===== config.mk =====
export PLATFORM = sky130hd
export DESIGN_NAME = ppl_ray_scheduler_flat
export DESIGN_NICKNAME = d
export VERILOG_FILES = /design/src/rtl/ppl_ray_scheduler_pkg.sv /design/src/rtl/ppl_ray_scheduler_if.sv /design/src/rtl/ppl_slot_tracker.sv /design/src/rtl/ppl_ray_scheduler.sv /design/src/flat_wrapper.sv
export SDC_FILE = /design/constraint.sdc
export NUM_CORES = 1
export LEC_CHECK = 0
export CORE_ASPECT_RATIO = 1.75
export CORE_MARGIN = 2
export CORE_UTILIZATION = 44
export CTS_CLUSTER_SIZE = 40
export DETAILED_ROUTE_END_ITERATION = 12
export HOLD_SLACK_MARGIN = 0.1
export PLACE_DENSITY_LB_ADDON = 0.12
export SYNTH_ARGS = -nofsm -noshare
export SYNTH_HDL_FRONTEND = slang
export SYNTH_SLANG_ARGS = --single-unit

===== constraint.sdc =====
create_clock -name clk -period 2.51 [get_ports clk]
set_input_delay 0.6275 -clock clk [delete_from_list [all_inputs] [get_ports clk]]
set_output_delay 0.6275 -clock clk [all_outputs]
set_load 0.005 [all_outputs]

===== src/rtl/ppl_ray_scheduler_pkg.sv =====
// Shared definitions for the ray-march entry scheduler.
// Holds the frame FSM state encoding, the default step limit and the common field widths.
package ppl_ray_scheduler_pkg;

  typedef enum logic [1:0] {
    StIdle,
    StFill,
    StDrain,
    StDone
  } state_e;

  localparam int unsigned MAX_STEPS_DEF = 31;
  localparam int unsigned PIX_ADDR_W    = 20;
  localparam int unsigned STEP_W        = 5;
  localparam int unsigned POSE_W        = 16;

endpackage


===== src/rtl/ppl_ray_scheduler_if.sv =====
// Signal bundle between the ray scheduler and its surroundings: the display/frame side,
// the camera pose source, the pipeline tail, the pipeline entry mux and the frame-buffer
// writer.
//   master : environment view (drives frame_req, cam_*, tail ray fields)
//   slave  : scheduler view (drives pose, entry control, write port, status)
interface ppl_ray_scheduler_if;
  import ppl_ray_scheduler_pkg::*;

  logic                  frame_req;
  logic [POSE_W-1:0]     cam_pos_x;
  logic [POSE_W-1:0]     cam_pos_y;
  logic [POSE_W-1:0]     cam_pos_z;
  logic [POSE_W-1:0]     cam_angle_x;
  logic [POSE_W-1:0]     cam_angle_y;
  logic                  out_hit;
  logic [STEP_W-1:0]     block_cnt_out;
  logic [PIX_ADDR_W-1:0] pixel_addr_out;

  logic [POSE_W-1:0]     p_pos_x;
  logic [POSE_W-1:0]     p_pos_y;
  logic [POSE_W-1:0]     p_pos_z;
  logic [POSE_W-1:0]     p_angle_x;
  logic [POSE_W-1:0]     p_angle_y;
  logic                  next_en;
  logic                  scanner_stop;
  logic                  pix_wr_en;
  logic [PIX_ADDR_W-1:0] pix_wr_addr;
  logic                  pix_wr_hit;
  logic [STEP_W-1:0]     pix_wr_steps;
  logic                  busy;
  logic                  frame_done;

  modport master (
    output frame_req, cam_pos_x, cam_pos_y, cam_pos_z, cam_angle_x, cam_angle_y,
    output out_hit, block_cnt_out, pixel_addr_out,
    input  p_pos_x, p_pos_y, p_pos_z, p_angle_x, p_angle_y,
    input  next_en, scanner_stop, pix_wr_en, pix_wr_addr, pix_wr_hit, pix_wr_steps,
    input  busy, frame_done
  );

  modport slave (
    input  frame_req, cam_pos_x, cam_pos_y, cam_pos_z, cam_angle_x, cam_angle_y,
    input  out_hit, block_cnt_out, pixel_addr_out,
    output p_pos_x, p_pos_y, p_pos_z, p_angle_x, p_angle_y,
    output next_en, scanner_stop, pix_wr_en, pix_wr_addr, pix_wr_hit, pix_wr_steps,
    output busy, frame_done
  );

endinterface


===== src/rtl/ppl_slot_tracker.sv =====
// Pipeline slot-valid ring. One bit per pipeline stage; a bit enters at the entry slot and
// emerges DEPTH cycles later as tail_valid.
//   clk, rst   : clock, synchronous active-high reset (clears all slots)
//   occupy     : entry slot receives a ray this cycle (new or recirculated)
//   tail_valid : the ray at the pipeline tail is real, not a bubble
module ppl_slot_tracker #(
  parameter int unsigned DEPTH = 8
) (
  input  logic clk,
  input  logic rst,
  input  logic occupy,
  output logic tail_valid
);

  logic [DEPTH-1:0] ring_q;
  logic [DEPTH-1:0] ring_d;

  always_comb begin
    ring_d = {ring_q[DEPTH-2:0], occupy};
  end

  always_ff @(posedge clk) begin
    if (rst) begin
      ring_q <= '0;
    end else begin
      ring_q <= ring_d;
    end
  end

  assign tail_valid = ring_q[DEPTH-1];

endmodule


===== src/rtl/ppl_ray_scheduler.sv =====
// Frame-level sequencer for the ray-march pipeline entry.
// Each cycle picks what enters the pipeline: the tail ray (recirculate), a new scanner ray,
// or a bubble. Finished tail rays are written to the frame buffer one cycle later. Camera
// pose is latched once at frame acceptance.
//   clk, rst : clock, synchronous active-high reset
//   bus      : ppl_ray_scheduler_if.slave (frame handshake, pose, tail ray, entry control,
//              frame-buffer write port, busy/frame_done status)
module ppl_ray_scheduler
  import ppl_ray_scheduler_pkg::*;
#(
  parameter int unsigned H_DISP    = 1280,
  parameter int unsigned V_DISP    = 720,
  parameter int unsigned PPL_DEPTH = 8,
  parameter int unsigned MAX_STEPS = MAX_STEPS_DEF
) (
  input  logic                clk,
  input  logic                rst,
  ppl_ray_scheduler_if.slave  bus
);

  localparam logic [PIX_ADDR_W-1:0] TotalPix  = PIX_ADDR_W'(H_DISP * V_DISP);
  localparam logic [STEP_W-1:0]     StepLimit = STEP_W'(MAX_STEPS);

  state_e                state_q, state_d;
  logic [PIX_ADDR_W-1:0] issued_q, issued_d;
  logic [PIX_ADDR_W-1:0] retired_q, retired_d;
  logic                  latch_pose;

  logic [POSE_W-1:0]     pos_x_q, pos_y_q, pos_z_q, ang_x_q, ang_y_q;
  logic                  wr_en_q, wr_hit_q;
  logic [PIX_ADDR_W-1:0] wr_addr_q;
  logic [STEP_W-1:0]     wr_steps_q;

  logic tail_valid, retire, recirc, issue, occupy;

  ppl_slot_tracker #(
    .DEPTH (PPL_DEPTH)
  ) u_slot_tracker (
    .clk        (clk),
    .rst        (rst),
    .occupy     (occupy),
    .tail_valid (tail_valid)
  );

  // Entry decode: an unfinished tail ray always has priority over the scanner.
  always_comb begin
    retire = tail_valid && (bus.out_hit || (bus.block_cnt_out >= StepLimit));
    recirc = tail_valid && !retire;
    issue  = !recirc && (state_q == StFill) && (issued_q < TotalPix);
    occupy = recirc || issue;
  end

  assign bus.next_en      = ~recirc;
  assign bus.scanner_stop = ~issue;

  always_comb begin
    state_d    = state_q;
    issued_d   = issued_q;
    retired_d  = retired_q;
    latch_pose = 1'b0;
    if (issue) begin
      issued_d = issued_q + PIX_ADDR_W'(1);
    end
    if (retire) begin
      retired_d = retired_q + PIX_ADDR_W'(1);
    end
    unique case (state_q)
      StIdle: begin
        if (bus.frame_req) begin
          state_d    = StFill;
          latch_pose = 1'b1;
          issued_d   = '0;
          retired_d  = '0;
        end
      end
      StFill: begin
        if (issued_q == TotalPix) begin
          state_d = StDrain;
        end
      end
      StDrain: begin
        // retired_q reaches the total on the same edge the last write strobe is registered,
        // so frame_done follows the final write by one cycle.
        if (retired_q == TotalPix) begin
          state_d = StDone;
        end
      end
      StDone: begin
        state_d = StIdle;
      end
      default: begin
        state_d = StIdle;
      end
    endcase
  end

  always_ff @(posedge clk) begin
    if (rst) begin
      state_q   <= StIdle;
      issued_q  <= '0;
      retired_q <= '0;
    end else begin
      state_q   <= state_d;
      issued_q  <= issued_d;
      retired_q <= retired_d;
    end
  end

  always_ff @(posedge clk) begin
    if (rst) begin
      pos_x_q <= '0;
      pos_y_q <= '0;
      pos_z_q <= '0;
      ang_x_q <= '0;
      ang_y_q <= '0;
    end else if (latch_pose) begin
      pos_x_q <= bus.cam_pos_x;
      pos_y_q <= bus.cam_pos_y;
      pos_z_q <= bus.cam_pos_z;
      ang_x_q <= bus.cam_angle_x;
      ang_y_q <= bus.cam_angle_y;
    end
  end

  always_ff @(posedge clk) begin
    if (rst) begin
      wr_en_q    <= 1'b0;
      wr_addr_q  <= '0;
      wr_hit_q   <= 1'b0;
      wr_steps_q <= '0;
    end else begin
      wr_en_q <= retire;
      if (retire) begin
        wr_addr_q  <= bus.pixel_addr_out;
        wr_hit_q   <= bus.out_hit;
        wr_steps_q <= bus.block_cnt_out;
      end
    end
  end

  assign bus.p_pos_x      = pos_x_q;
  assign bus.p_pos_y      = pos_y_q;
  assign bus.p_pos_z      = pos_z_q;
  assign bus.p_angle_x    = ang_x_q;
  assign bus.p_angle_y    = ang_y_q;
  assign bus.pix_wr_en    = wr_en_q;
  assign bus.pix_wr_addr  = wr_addr_q;
  assign bus.pix_wr_hit   = wr_hit_q;
  assign bus.pix_wr_steps = wr_steps_q;
  assign bus.busy         = (state_q == StFill) || (state_q == StDrain);
  assign bus.frame_done   = (state_q == StDone);

endmodule


===== src/flat_wrapper.sv =====
// flat-port wrapper written by rule: the top's interface ports become plain ports
module ppl_ray_scheduler_flat import ppl_ray_scheduler_pkg::*;
#(
  parameter int unsigned H_DISP    = 1280,
  parameter int unsigned V_DISP    = 720,
  parameter int unsigned PPL_DEPTH = 8,
  parameter int unsigned MAX_STEPS = MAX_STEPS_DEF
)
  (clk, rst, bus_frame_req, bus_cam_pos_x, bus_cam_pos_y, bus_cam_pos_z, bus_cam_angle_x, bus_cam_angle_y, bus_out_hit, bus_block_cnt_out, bus_pixel_addr_out, bus_p_pos_x, bus_p_pos_y, bus_p_pos_z, bus_p_angle_x, bus_p_angle_y, bus_next_en, bus_scanner_stop, bus_pix_wr_en, bus_pix_wr_addr, bus_pix_wr_hit, bus_pix_wr_steps, bus_busy, bus_frame_done);
  ppl_ray_scheduler_if bus_i ();
  input  logic clk;
  input  logic rst;
  input wire logic [$bits(bus_i.frame_req)-1:0] bus_frame_req;
  input wire logic [$bits(bus_i.cam_pos_x)-1:0] bus_cam_pos_x;
  input wire logic [$bits(bus_i.cam_pos_y)-1:0] bus_cam_pos_y;
  input wire logic [$bits(bus_i.cam_pos_z)-1:0] bus_cam_pos_z;
  input wire logic [$bits(bus_i.cam_angle_x)-1:0] bus_cam_angle_x;
  input wire logic [$bits(bus_i.cam_angle_y)-1:0] bus_cam_angle_y;
  input wire logic [$bits(bus_i.out_hit)-1:0] bus_out_hit;
  input wire logic [$bits(bus_i.block_cnt_out)-1:0] bus_block_cnt_out;
  input wire logic [$bits(bus_i.pixel_addr_out)-1:0] bus_pixel_addr_out;
  output wire logic [$bits(bus_i.p_pos_x)-1:0] bus_p_pos_x;
  output wire logic [$bits(bus_i.p_pos_y)-1:0] bus_p_pos_y;
  output wire logic [$bits(bus_i.p_pos_z)-1:0] bus_p_pos_z;
  output wire logic [$bits(bus_i.p_angle_x)-1:0] bus_p_angle_x;
  output wire logic [$bits(bus_i.p_angle_y)-1:0] bus_p_angle_y;
  output wire logic [$bits(bus_i.next_en)-1:0] bus_next_en;
  output wire logic [$bits(bus_i.scanner_stop)-1:0] bus_scanner_stop;
  output wire logic [$bits(bus_i.pix_wr_en)-1:0] bus_pix_wr_en;
  output wire logic [$bits(bus_i.pix_wr_addr)-1:0] bus_pix_wr_addr;
  output wire logic [$bits(bus_i.pix_wr_hit)-1:0] bus_pix_wr_hit;
  output wire logic [$bits(bus_i.pix_wr_steps)-1:0] bus_pix_wr_steps;
  output wire logic [$bits(bus_i.busy)-1:0] bus_busy;
  output wire logic [$bits(bus_i.frame_done)-1:0] bus_frame_done;
  assign bus_i.frame_req = bus_frame_req;
  assign bus_i.cam_pos_x = bus_cam_pos_x;
  assign bus_i.cam_pos_y = bus_cam_pos_y;
  assign bus_i.cam_pos_z = bus_cam_pos_z;
  assign bus_i.cam_angle_x = bus_cam_angle_x;
  assign bus_i.cam_angle_y = bus_cam_angle_y;
  assign bus_i.out_hit = bus_out_hit;
  assign bus_i.block_cnt_out = bus_block_cnt_out;
  assign bus_i.pixel_addr_out = bus_pixel_addr_out;
  assign bus_p_pos_x = bus_i.p_pos_x;
  assign bus_p_pos_y = bus_i.p_pos_y;
  assign bus_p_pos_z = bus_i.p_pos_z;
  assign bus_p_angle_x = bus_i.p_angle_x;
  assign bus_p_angle_y = bus_i.p_angle_y;
  assign bus_next_en = bus_i.next_en;
  assign bus_scanner_stop = bus_i.scanner_stop;
  assign bus_pix_wr_en = bus_i.pix_wr_en;
  assign bus_pix_wr_addr = bus_i.pix_wr_addr;
  assign bus_pix_wr_hit = bus_i.pix_wr_hit;
  assign bus_pix_wr_steps = bus_i.pix_wr_steps;
  assign bus_busy = bus_i.busy;
  assign bus_frame_done = bus_i.frame_done;
  ppl_ray_scheduler #(.H_DISP(H_DISP), .V_DISP(V_DISP), .PPL_DEPTH(PPL_DEPTH), .MAX_STEPS(MAX_STEPS)) u_core (.clk(clk), .rst(rst), .bus(bus_i));
endmodule

Word level (Yosys, flattened, before mapping)

Cells that the tools add are included.

Flip-flop bits (word level): 157
Latch bits: 0
Bits in writable memories: 0
Memory bits (read-only): 0
Input port bits: 109
Output and inout bits: 111
Word-level logic and storage cells: 50
Memories: 0

$add $sub $neg: 2
Multiply operators: 0
Div/mod/pow operators: 0
$lt $le $gt $ge: 2
Eq/ne operators: 8
Shifts and indexed selects: 0
Multiplexer cells: 12
Bitwise logic cells: 2
Reduce and logical (&&, ||, !) cells: 11

Operators with widths:

| operator                                                                | number |
|---|---|
| 20-bit two-way mux                                                      | 6 |
| 20-bit by 1-bit adder with 20-bit output, second input constant         | 2 |
| 20-bit == test, second input constant                                   | 2 |
| 20-bit < comparator, second input constant                              | 1 |
| 2-bit case mux with 4 select lines                                      | 1 |
| 2-bit two-way mux                                                       | 3 |
| 5-bit >= comparator, second input constant                              | 1 |
| 2-bit == test, second input constant                                    | 2 |
| 1-bit logical AND                                                       | 4 |
| 2-bit by 1-bit inequality test with 1-bit output, second input constant | 2 |
| 1-bit logical OR                                                        | 3 |
| 3-bit AND reduction                                                     | 1 |
| 2-bit by 1-bit == test with 1-bit output, second input constant         | 1 |
| 1-bit logical NOT                                                       | 2 |
| 2-bit logical NOT                                                       | 1 |
| 1-bit two-way mux                                                       | 2 |
| 2-bit inequality test, second input constant                            | 1 |
| 1-bit inverter                                                          | 2 |

Logic depth before layout (Yosys ltp)

Gate-level depths: netlist (run 1).

Depth after elaboration: 11
Gate-level depth with buffers: 7

Hierarchy

A second synthesis (run 1) with hierarchy kept.

Cell total of the unflattened synthesis: 746
Area total of the unflattened synthesis: 6020.8 sq um

Modules (own cells, without submodules):

| module            | times used | cells each | area an instance (sq um) | seq. area each (sq um) |
|---|---|---|---|---|
| ppl_ray_scheduler | 1          | 730        | 5810.6                   | 2982.9 |
| ppl_slot_tracker  | 1          | 16         | 210.2                    | 160.2 |

Worst setup path before layout (run 1)

Ideal clock, no wire load.

Kind: reg-to-reg
Start point: register u_core.issued_q[0]
End point: register u_core.state_q[1]
Arrival time: 1.936 ns
Required time: 2.394 ns
Path slack: 0.458 ns
Cell stages (with the launch flop): 8
Period minus slack after synthesis: 2.052 ns
Path through: dfxtp_1 inv_1 ha_1 or4bb_1 or3_1 a221oi_2 a211oi_1 a41o_2

Longest elaborated chain between the ends: 3

RTL lines:

| what                                                              | RTL line                 | RTL |
|---|---|---|
| start: declaration                                                | ppl_ray_scheduler.sv:25  | `logic [PIX_ADDR_W-1:0] issued_q, issued_d;` |
| start signal: assignment                                          | ppl_ray_scheduler.sv:104 | `issued_q <= issued_d;` |
| 20-bit == test                                                    | ppl_ray_scheduler.sv:77  | `if (issued_q == TotalPix) begin` |
| 2-bit by 1-bit inequality test with 1-bit output (no source line) | -                        |  |
| 3-bit AND reduction (no source line)                              | -                        |  |
| end signal: assignment                                            | ppl_ray_scheduler.sv:99  | `state_q <= StIdle;` |
| end signal: assignment                                            | ppl_ray_scheduler.sv:103 | `state_q <= state_d;` |
| end: declaration                                                  | ppl_ray_scheduler.sv:24  | `state_e state_q, state_d;` |

Every way passes these cells.
A chain may end at the register's enable or synchronous reset.

Worst setup path after layout (run 1)

Start point: input bus_block_cnt_out[2]
End point: output bus_next_en

Longest elaborated chain between the ends: 6

RTL lines:

| what                | RTL line                | RTL |
|---|---|---|
| start: declaration  | flat_wrapper.sv:20      | `input wire logic [$bits(bus_i.block_cnt_out)-1:0] bus_block_cnt_out;` |
| 5-bit >= comparator | ppl_ray_scheduler.sv:47 | `retire = tail_valid && (bus.out_hit \|\| (bus.block_cnt_out >= StepLimit));` |
| 1-bit logical OR    | ppl_ray_scheduler.sv:47 |  |
| 1-bit logical AND   | ppl_ray_scheduler.sv:47 |  |
| 1-bit logical NOT   | ppl_ray_scheduler.sv:48 | `recirc = tail_valid && !retire;` |
| 1-bit logical AND   | ppl_ray_scheduler.sv:48 |  |
| 1-bit inverter      | ppl_ray_scheduler.sv:53 | `assign bus.next_en = ~recirc;` |
| end: declaration    | flat_wrapper.sv:27      | `output wire logic [$bits(bus_i.next_en)-1:0] bus_next_en;` |

Every way passes these cells.

==> results of run 1 <==
-- synth_stat cells (12+ instances only) --
cell,n
xor2_1,12
o21ai_0,13
dfxtp_1,157
inv_1,13
or3_1,14
a21oi_1,125
nand2_1,234
clkbuf_1,43
nor2_1,25
nand4_1,13
nand3_1,15
-- flip-flops by register name, indices dropped and copies added (netlist names) --
name / cells
u_core.bus.p_pos_z: 16
u_core.bus.pix_wr_steps: 5
u_core.bus.pix_wr_hit: 1
u_core.bus.p_pos_x: 16
u_core.u_slot_tracker.ring_q: 8
u_core.bus.p_angle_x: 16
u_core.bus.p_angle_y: 16
u_core.bus.p_pos_y: 16
u_core.state_q: 2
u_core.retired_q: 20
u_core.bus.pix_wr_addr: 20
u_core.bus.pix_wr_en: 1
u_core.issued_q: 20
-- layout make-up --
type,count,share of cell area
repair buffers,243,0.268
multi-input cells,522,0.292
inverters,13,0.00540
clock inverters,13,0.0145
clock buffers,19,0.0490
flip-flops and latches,157,0.348
well taps,174,0.0241
-- stage by stage --
stage	cells	hold slack (ns)	setup TNS, ns	area, um^2	util
CTS	1141	0.446	0	9040	0.679
floorplan	736	0.414	0	5980	-
detailed placement	1107	0.429	-1.75	8440	0.634
global placement	1107	0.426	-1.46	8440	0.634
finish	1141	0.440	0	9040	0.679
global route	1141	0.464	0	9040	0.679
-- per-layer routing --
layer  vias up  wire, um
met1      2737      6520
met4         0       682
li1       2902         -
met3        46       948
met2       205      8820
met5         -         0
-- critical path, delay by kind of cell --
kind                   cells  cell delay, ns
buffers and inverters      3            0.78
AOI/OAI and AO/OA          1            0.38
-- power breakdown --
part           switching (uW)  leakage, uW  total, uW  internal (uW)
Combinational             849      0.00168       1740            888
Sequential                132      0.00128       2890           2760
Clock                    1060     0.000265       2470           1410
-- kinds of logic (layout without fill, tap and decap cells) --
logic type | after synthesis | in the layout | share of synthesized area
simple gates | 338 | 338 | 0.247
compound gates | 159 | 159 | 0.149
flops | 157 | 157 | 0.526
buf+inv | 57 | 288 | 0.0360
xor+xnor | 15 | 15 | 0.0220
fa+ha+maj | 9 | 9 | 0.0188
mux | 1 | 1 | 0.00168
-- worst min path at each step --
stage	start	to	slack, ns	cells past startpoint
final	u_core.u_slot_tracker.ring_q[0]	u_core.u_slot_tracker.ring_q[1]	0.44	1
after global routing	u_core.u_slot_tracker.ring_q[2]	u_core.u_slot_tracker.ring_q[3]	0.46	1
after CTS	u_core.u_slot_tracker.ring_q[0]	u_core.u_slot_tracker.ring_q[1]	0.45	1
after detailed placement	u_core.u_slot_tracker.ring_q[0]	u_core.u_slot_tracker.ring_q[1]	0.43	1
after global placement	u_core.u_slot_tracker.ring_q[0]	u_core.u_slot_tracker.ring_q[1]	0.43	1
after floorplan	u_core.u_slot_tracker.ring_q[0]	u_core.u_slot_tracker.ring_q[1]	0.41	1
-- repair_timing --
action | CTS | global route
endpoints found under the hold margin | 0 | 0
hold buffers | 0 | 0
setup buffers | 2 | 0
resized for setup | 10 | 3
setup endpoints to repair | 2 | 2
pin swaps | 3 | 1
==> run_results.csv, run 1 <==
group,metric,value,unit
worst_setup_path,critPathMaxFanout,2,
layout,num-fill-cells,1084,
worst_setup_path,timing.critical_path.cells,"clkdlybuf4s50_1 > a311o_1 > buf_4 > clkdlybuf4s15_2",
layout,antenna_cells,0,
layout,area_growth_from_synthesis_to_layout,51.3,%
worst_setup_path,worst_ep_arrival_time,1.78,ns
synthesis,synth.cell_area,0.00598,mm^2
worst_setup_path,crit_slowest_cell,"clkdlybuf4s50_1",
synthesis,yosysTopAreaCell,"dfxtp_1",
synthesis,synth.distinct_cells,41,
worst_setup_path,critPathCaptureType,"output port",
global_routing,overflow_left_after_global_routing,0,
timing,worst_slew_pin_slew,0.606,ns
layout,layout.cells.most_common_list,"233 x nand2_1, 213 x clkdlybuf4s50_1, 156 x dfxtp_1",
layout,finish.net_count,1072,
layout,fraction_of_final_layout_cells_sized_beyond_drive_strength_1,0.0734,
drt,vias_per_inst,5.16,
synthesis,number_of_instances_in_the_synthesized_netlist,736,
synthesis,synth.ff_latch_count,157,
global_routing,initial_antenna_violation_count,0,
layout,ff_latch_area,0.00314,mm^2
floorplanning,core,0.0133,mm^2
timing,fmax,0.415,GHz
layout,multiInputGateArea,0.00264,mm^2
drt,drt_iter0_markers,233,
floorplanning,initial_utilization,0.449,
global_routing,grt_max_degree,81,
power,vdd_ir_drop_max,0.593,mV
synthesis,synth_edf_count,0,
drt,wl_per_cell,14.9,um
clocking,numCtsBuffers,17,
placed_design,detailed_place_hpwl,12100,um
drt,routed_wirelength,17000,um
global_routing,met3_usage,0.0638,
drt,firstDrtPassIters,4,
worst_setup_path,setup.worst_path.start,"bus_block_cnt_out[2]",
floorplanning,core.rowCount,56,
worst_setup_path,required,1.88,ns
global_routing,gr-usage-all-layers,0.228,
floorplanning,die_height,158,um
drt,antenna_violating_nets_remaining,0,
power,power_per_cell_area,785,mW/mm^2
drt,route.vias.total,5890,
timing,post_layout_minimum_cycle_time,2.41,ns
worst_setup_path,rr_startpoint,"u_core.issued_q[0]",
global_routing,grt_first_pass_wirelength,26500,um
placed_design,dp_worst_setup_slack,-0.386,ns
worst_setup_path,critical_path.max_stage_delay,0.43,ns
placed_design,numPortBuffers,219,
timing,final-setup-viol-count,0,
synthesis,synth_sequential_area_ratio,0.526,
synthesis,post-synth-top-area-fraction,0.526,
timing,drv_slew,0,
layout,layout.cells.most_common,"nand2_1",
worst_setup_path,worstSetupPathType,"primary input to output port",
power,totalPowerFinal,7090,uW
timing,final_worst_path_period_share,0.960,
clocking,clock_tree.buffer_depth,2,
global_routing,met2_usage,0.404,
clocking,clock_network_latency_to_the_later_pin_of_the_worst_skew_pair,0.42,ns
placed_design,routabilityCongestion,0.856,
timing,timing_hold_violations_final,0,
timing,maxSlewHeadroom,0.596,
clocking,cts.sink_count,157,
hold_path,worst_hold_path_type,"register to register",
clocking,cts-root-buf,"clkbuf_16",
job,max-cap-violations,0,
synthesis,ys_warnings,0,
synthesis,synth.area.top_cells,"dfxtp_1 53%, nand2_1 15%, a21oi_1 10%",
timing,clock_skew,0.00829,ns
floorplanning,die-width,92.1,um
synthesis,yosys_most_used_dff,"dfxtp_1",
clocking,maximum_level_of_the_cts_h_tree,4,
floorplanning,die_area,0.0146,mm^2
clocking,clock_tree_from_tritoncts,"built",
synthesis,mappedNetlistNets,854,
worst_setup_path,setup_slack_of_the_most_critical_reg_to_reg_path,0.23,ns
worst_setup_path,crit_path_end,"bus_next_en",
synthesis,synth-async-reset-ratio,0,
global_routing,global_route.peak_usage_layer,"met2",
status,run_status,"completed",
floorplanning,num_io_pins,220,
worst_setup_path,start_kind,"primary input",
worst_setup_path,reg2reg_to,"u_core.state_q[1]",
timing,fin_ws,0.100,ns
synthesis,mean_instance_size_in_the_synthesized_netlist,8.12,um^2
global_routing,number_of_global_route_vias_before_repair,5724,
drt,drc,0,
global_routing,grt_use_met1,0.245,
power,total_leakage_power,0.00323,uW
clocking,cts.reportedPaths.clkPinSlew,0.06,ns
worst_setup_path,r2r_cells,7,
timing,grt_setup_unrepaired,"no",
Note: power is estimated with default switching activity, not from simulation.
==> inputs of run 2 (changes only) <==
--- a/config.mk
+++ b/config.mk
@@ -6,4 +6,5 @@
 export NUM_CORES = 1
 export LEC_CHECK = 0
+export CAP_MARGIN = 25
 export CORE_ASPECT_RATIO = 1.75
 export CORE_MARGIN = 2
==> constraint.sdc (replaced) <==
create_clock -name clk -period 2.51 [get_ports clk]
set_input_delay 0.6275 -clock clk [delete_from_list [all_inputs] [get_ports clk]]
set_output_delay 0.6275 -clock clk [all_outputs]
set_load 0.05 [all_outputs]
==> run 2 against run 1 <==
Net effect:
- maximum frequency down 1.6%
- clock power about the same
- critical path depth unchanged
- count of clock-buffer cells in the layout unchanged
- clock skew up 0.0032 ns
- sequential share of layout area up 0.073 points
- worst hold slack worse by 0.00066 ns
- die area unchanged
- global-route usage down 0.36 points
==> run_results.csv, run 2 (synthesis results as in run 1) <==
group,metric,value,unit
power,power.share.clock,0.309,
timing,fmax,0.409,GHz
placed_design,dpl_cell_area,0.00841,mm^2
clocking,clock_tree.buffer_depth,2,
floorplanning,core.rowCount,56,
drt,drt_iter0_markers,223,
power,vdd_ir_drop_max,0.636,mV
placed_design,routabilityCongestion,0.818,
layout,ff_latch_area,0.00314,mm^2
layout,finish.net_count,1066,
global_routing,grt_max_degree,81,
clocking,clock_network_latency_to_the_later_pin_of_the_worst_skew_pair,0.41,ns
hold_path,worst_hold_path_type,"register to register",
timing,maxSlewHeadroom,0.602,
timing,fin_ws,0.0623,ns
layout,fraction_of_final_layout_cells_sized_beyond_drive_strength_1,0.0676,
layout,postLayoutCellArea,0.00902,mm^2
clocking,cts-root-buf,"clkbuf_16",
clocking,cts.sink_count,157,
floorplanning,initial_utilization,0.449,
timing,final_worst_path_period_share,0.975,
power,total_leakage_power,0.00322,uW
worst_setup_path,critPathMaxFanout,4,
floorplanning,num_io_pins,220,
job,max-cap-violations,0,
drt,firstDrtPassIters,4,
timing,clock_skew,0.0115,ns
worst_setup_path,worstSetupPathType,"register to output port",
power,sequentialPowerShare,0.361,
timing,drv_slew,0,
floorplanning,die_area,0.0146,mm^2
power,netSwitchingPower,2920,uW
layout,num-fill-cells,1098,
clocking,cts.reportedPaths.clkPinSlew,0.06,ns
power,totalPowerFinal,8010,uW
clocking,clock_tree_from_tritoncts,"built",
timing,fin_hold_ws,0.439,ns
worst_setup_path,required,1.88,ns
layout,layout.cells.most_common_list,"233 x nand2_1, 212 x clkdlybuf4s50_1, 157 x dfxtp_1",
timing,timing_hold_violations_final,0,
floorplanning,core,0.0133,mm^2
drt,antenna_violating_nets_remaining,0,
layout,multiInputGateArea,0.00264,mm^2
layout,layout.cells.most_common,"nand2_1",
power,power_report.internal_total,5080,uW
clocking,numCtsBuffers,17,
timing,grt_setup_unrepaired,"yes",
drt,vias_per_inst,5.07,
drt,wl_per_cell,14.7,um
worst_setup_path,critPathCaptureType,"output port",
worst_setup_path,worst_ep_arrival_time,1.82,ns
global_routing,number_of_global_route_vias_before_repair,5446,
floorplanning,die_height,158,um
clocking,maximum_level_of_the_cts_h_tree,4,
drt,drc,0,
placed_design,numPortBuffers,219,
power,pwr-share-comb,0.330,
power,power_per_cell_area,888,mW/mm^2
power,power_switching_share,0.365,
global_routing,grt_first_pass_wirelength,26300,um
floorplanning,die-width,92.1,um
placed_design,dp_worst_setup_slack,-0.147,ns
status,run_status,"completed",
layout,postLayoutCoreUtil,0.678,
placed_design,detailed_place_hpwl,12000,um
global_routing,overflow_left_after_global_routing,0,
global_routing,initial_antenna_violation_count,1,
clocking,holdBufCountCts,0,
drt,route.vias.total,5764,
layout,area_growth_from_synthesis_to_layout,50.9,%
worst_setup_path,start_kind,"register",
timing,post_layout_minimum_cycle_time,2.45,ns
timing,final-setup-viol-count,0,
drt,routed_wirelength,16700,um
timing,worst_slew_pin_slew,0.595,ns
global_routing,gr-usage-all-layers,0.224,
## run 2: path summary, 6_finish.rpt
| check | cells after the start | slack [ns] | from | endpoint |
|---|---|---|---|---|
| setup / recovery | 4 | 0.06 | u_core.issued_q[16] | bus_scanner_stop |
| hold / removal | 1 | 0.44 | u_core.u_slot_tracker.ring_q[2] | u_core.u_slot_tracker.ring_q[3] |
| hold reg to reg | 1 | 0.44 | u_core.u_slot_tracker.ring_q[2] | u_core.u_slot_tracker.ring_q[3] |
| setup reg to reg | 7 | 0.24 | u_core.issued_q[0] | u_core.state_q[1] |
## run 2: timing repair
action	CTS	global route
pin swaps	1	1
gates resized for setup	2	3
buffers inserted	2	0
setup endpoints to repair	2	2
## run 2: through the flow
step,TNS [ns],std cells
finish,0,1136
global placement,-0.371,1101
floorplan,0,736
CTS,0,1135
global route,-0.0169,1136
detailed placement,-0.988,1101
## run 2: power by group through the flow
| stage | Sequential (uW) | Clock [uW] | Combinational (uW) |
|---|---|---|---|
| after floorplan | 3740 | 0 | 875 |
| after global placement | 2930 | 0 | 2600 |
| after detailed placement | 2950 | 0 | 2650 |
| after CTS | 2890 | 2540 | 2670 |
| after global routing | 2920 | 2650 | 2810 |
| final | 2890 | 2480 | 2640 |
## run 2: final cells by class
type                    instances  area share
clock buffers                  19      0.0491
well taps                     174      0.0241
clock inverters                13      0.0144
repair buffers                237       0.266
multi-input cells             522       0.293
flip-flops and latches        157       0.348
inverters                      13     0.00541
diodes                          1    0.000277
## run 2: metal layers
layer | track usage | share of wire | vias up
li1 | - | - | 2890
met1 | 0.244 | 0.38 | 2672
met2 | 0.406 | 0.54 | 176
met3 | 0.0557 | 0.057 | 26
met4 | 0.104 | 0.028 | 0
met5 | 0 | 0 | -
## run 2: critical path, cell delays in order, from the launching register on
cell and delay [ns]:
dfxtp_1 0.33, or4_1 0.59, o21bai_4 0.19, nand3_2 0.12
buf_12 0.18
==> inputs of run 3 (changes only) <==
Settings changed: CORE_UTILIZATION 44 to 46, CTS_BUF_LIST from default to sky130_fd_sc_hd__clkbuf_2.
==> run 3 against run 2 <==
Net effect:
- the flow now finishes with violations (negative setup slack)
- count of clock-buffer cells in the layout shrank 2
- clock power decreased by 43%
- sequential power hardly changed
- worst setup slack lost 0.27 ns
- final cell count stayed put
- register-to-register slack improved by 0.04 ns
- die area shrank 4.2%
- routed wire length decreased by 0.14%
- global-route usage rose by 0.76 points
==> run_results.csv, run 3 (synthesis results as in run 1) <==
group,metric,value,unit
timing,maxSlewHeadroom,0.622,
power,total_leakage_power,0.00359,uW
global_routing,initial_antenna_violation_count,1,
floorplanning,core.rowCount,55,
worst_setup_path,critPathMaxFanout,4,
clocking,numCtsBuffers,17,
clocking,maximum_level_of_the_cts_h_tree,4,
worst_setup_path,worstSetupPathType,"register to output port",
global_routing,grt_max_degree,84,
floorplanning,die_area,0.0140,mm^2
worst_setup_path,rr_startpoint,"u_core.issued_q[0]",
drt,route.vias.total,5826,
clocking,clock_network_latency_to_the_later_pin_of_the_worst_skew_pair,0.70,ns
floorplanning,core,0.0128,mm^2
timing,grt_setup_unrepaired,"yes",
job,max-cap-violations,0,
drt,drt_iter0_markers,210,
worst_setup_path,required,1.88,ns
timing,fin_setup_tns,-0.208,ns
layout,postLayoutCoreUtil,0.673,
timing,clock_skew,0.0394,ns
power,vdd_ir_drop_max,0.700,mV
layout,finish.net_count,1069,
worst_setup_path,reg2reg_to,"u_core.state_q[0]",
layout,layout.cells.most_common_list,"233 x nand2_1, 151 x dfxtp_1, 125 x a21oi_1",
power,power_per_cell_area,785,mW/mm^2
timing,final_worst_path_period_share,1.08,
timing,timing_hold_violations_final,0,
layout,multiInputGateArea,0.00264,mm^2
floorplanning,initial_utilization,0.467,
worst_setup_path,critPathCaptureType,"output port",
drt,vias_per_inst,5.13,
placed_design,dpl_cell_area,0.00842,mm^2
layout,fraction_of_final_layout_cells_sized_beyond_drive_strength_1,0.0778,
global_routing,number_of_global_route_vias_before_repair,5553,
floorplanning,die_height,155,um
layout,num-fill-cells,1128,
power,power.share.clock,0.210,
placed_design,detailed_place_hpwl,11900,um
worst_setup_path,r2r_cells,7,
drt,antenna_violating_nets_remaining,0,
layout,area_growth_from_synthesis_to_layout,44.2,%
power,netSwitchingPower,2840,uW
timing,post_layout_minimum_cycle_time,2.72,ns
global_routing,gr-usage-all-layers,0.232,
placed_design,dp_worst_setup_slack,-0.138,ns
placed_design,numPortBuffers,219,
timing,drv_slew,0,
power,sequentialPowerShare,0.427,
placed_design,routabilityCongestion,0.823,
timing,fmax,0.368,GHz
clocking,cts.reportedPaths.clkPinSlew,0.24,ns
power,power_report.internal_total,3930,uW
global_routing,grt_first_pass_wirelength,26500,um
hold_path,worst_hold_path_type,"primary input to register",
status,failed_checks,"negative setup slack",
clocking,clock_tree_from_tritoncts,"built",
clocking,clock_tree.buffer_depth,2,
clocking,cts.sink_count,157,
worst_setup_path,worst_ep_arrival_time,2.09,ns
worst_setup_path,crit_path_end,"bus_scanner_stop",
layout,layout.cells.most_common,"nand2_1",
timing,final-setup-viol-count,1,
power,pwr-share-comb,0.363,
floorplanning,num_io_pins,220,
timing,worst_slew_pin_slew,0.569,ns
drt,wl_per_cell,14.7,um
worst_setup_path,setup_slack_of_the_most_critical_reg_to_reg_path,0.28,ns
drt,firstDrtPassIters,4,
worst_setup_path,start_kind,"register",
drt,routed_wirelength,16700,um
drt,drc,0,
power,power_switching_share,0.419,
clocking,cts-root-buf,"clkbuf_2",
layout,postLayoutCellArea,0.00862,mm^2
timing,fin_ws,-0.208,ns
status,run_status,"finished, violations left",
power,totalPowerFinal,6770,uW
worst_setup_path,setup.worst_path.start,"u_core.issued_q[16]",
global_routing,overflow_left_after_global_routing,0,
floorplanning,die-width,90.2,um
layout,ff_latch_area,0.00315,mm^2
==> run 3: changes by cell type in the layout (fill, tap and decap cells not counted), sizes merged <==
cell	previous run	this run
buf	22	23
clkbuf	19	17
clkdlybuf4s15	0	1
clkdlybuf4s50	212	104
clkinv	3	2
clkinvlp	3	0
dlygate4sd2	1	107
dlygate4sd3	0	2
dlymetal6s2s	2	3
inv	19	25
==> run 3: worst max-delay path: stages, from the launching register on <==
cell and delay [ns]:
dfxtp_2 0.38, or4_4 0.56, o21bai_4 0.18, nand3_2 0.13, buf_12 0.17
==> run 3: how the worst min path moves through the flow <==
stage	from	to	slack, ns	cells past startpoint
after floorplan	u_core.u_slot_tracker.ring_q[0]	u_core.u_slot_tracker.ring_q[1]	0.41	1
after global placement	u_core.u_slot_tracker.ring_q[4]	u_core.u_slot_tracker.ring_q[5]	0.42	1
after detailed placement	u_core.u_slot_tracker.ring_q[1]	u_core.u_slot_tracker.ring_q[2]	0.43	1
after CTS	rst	u_core.bus.p_pos_y[14]	0.26	2
after global routing	bus_block_cnt_out[4]	u_core.bus.pix_wr_steps[4]	0.10	3
final	bus_block_cnt_out[4]	u_core.bus.pix_wr_steps[4]	0.20	3
==> run 3: layer usage <==
metal,global-route usage,routed length (um)
met1,0.254,6540
met2,0.420,8790
met3,0.0585,841
met4,0.103,500
met5,0,0
==> run 3: layout make-up <==
cell class | instances | share of cell area
sequential | 157 | 0.366
inverter | 13 | 0.00566
clock buffer | 17 | 0.00987
multi-input combinational | 522 | 0.307
clock inverter | 15 | 0.0192
tap | 171 | 0.0248
timing repair buffer | 240 | 0.268
antenna | 1 | 0.000290
==> run 3: through the flow <==
step,cells,hold slack (ns)
final,1136,0.197
after global placement,1098,0.418
after global routing,1136,0.103
after detailed placement,1098,0.426
after CTS,1133,0.257
after floorplan,736,0.414
==> run 3: timing repair <==
item                                    CTS  global route
resized for setup                       117             7
pin swaps                                 1             1
hold endpoints to repair                  0             2
gates cloned                              0             0
endpoints found under the setup margin  110             3
setup buffers                             3             0
hold buffers                              0             2
==> run 3: power groups by stage <==
stage                     Combinational [uW]  Clock (uW)  Sequential [uW]
after detailed placement                2620           0             2950
final                                   2460        1420             2890
after CTS                               2470        1470             2890
after global routing                    2610        1580             2920
after floorplan                          875           0             3740
after global placement                  2580           0             2930
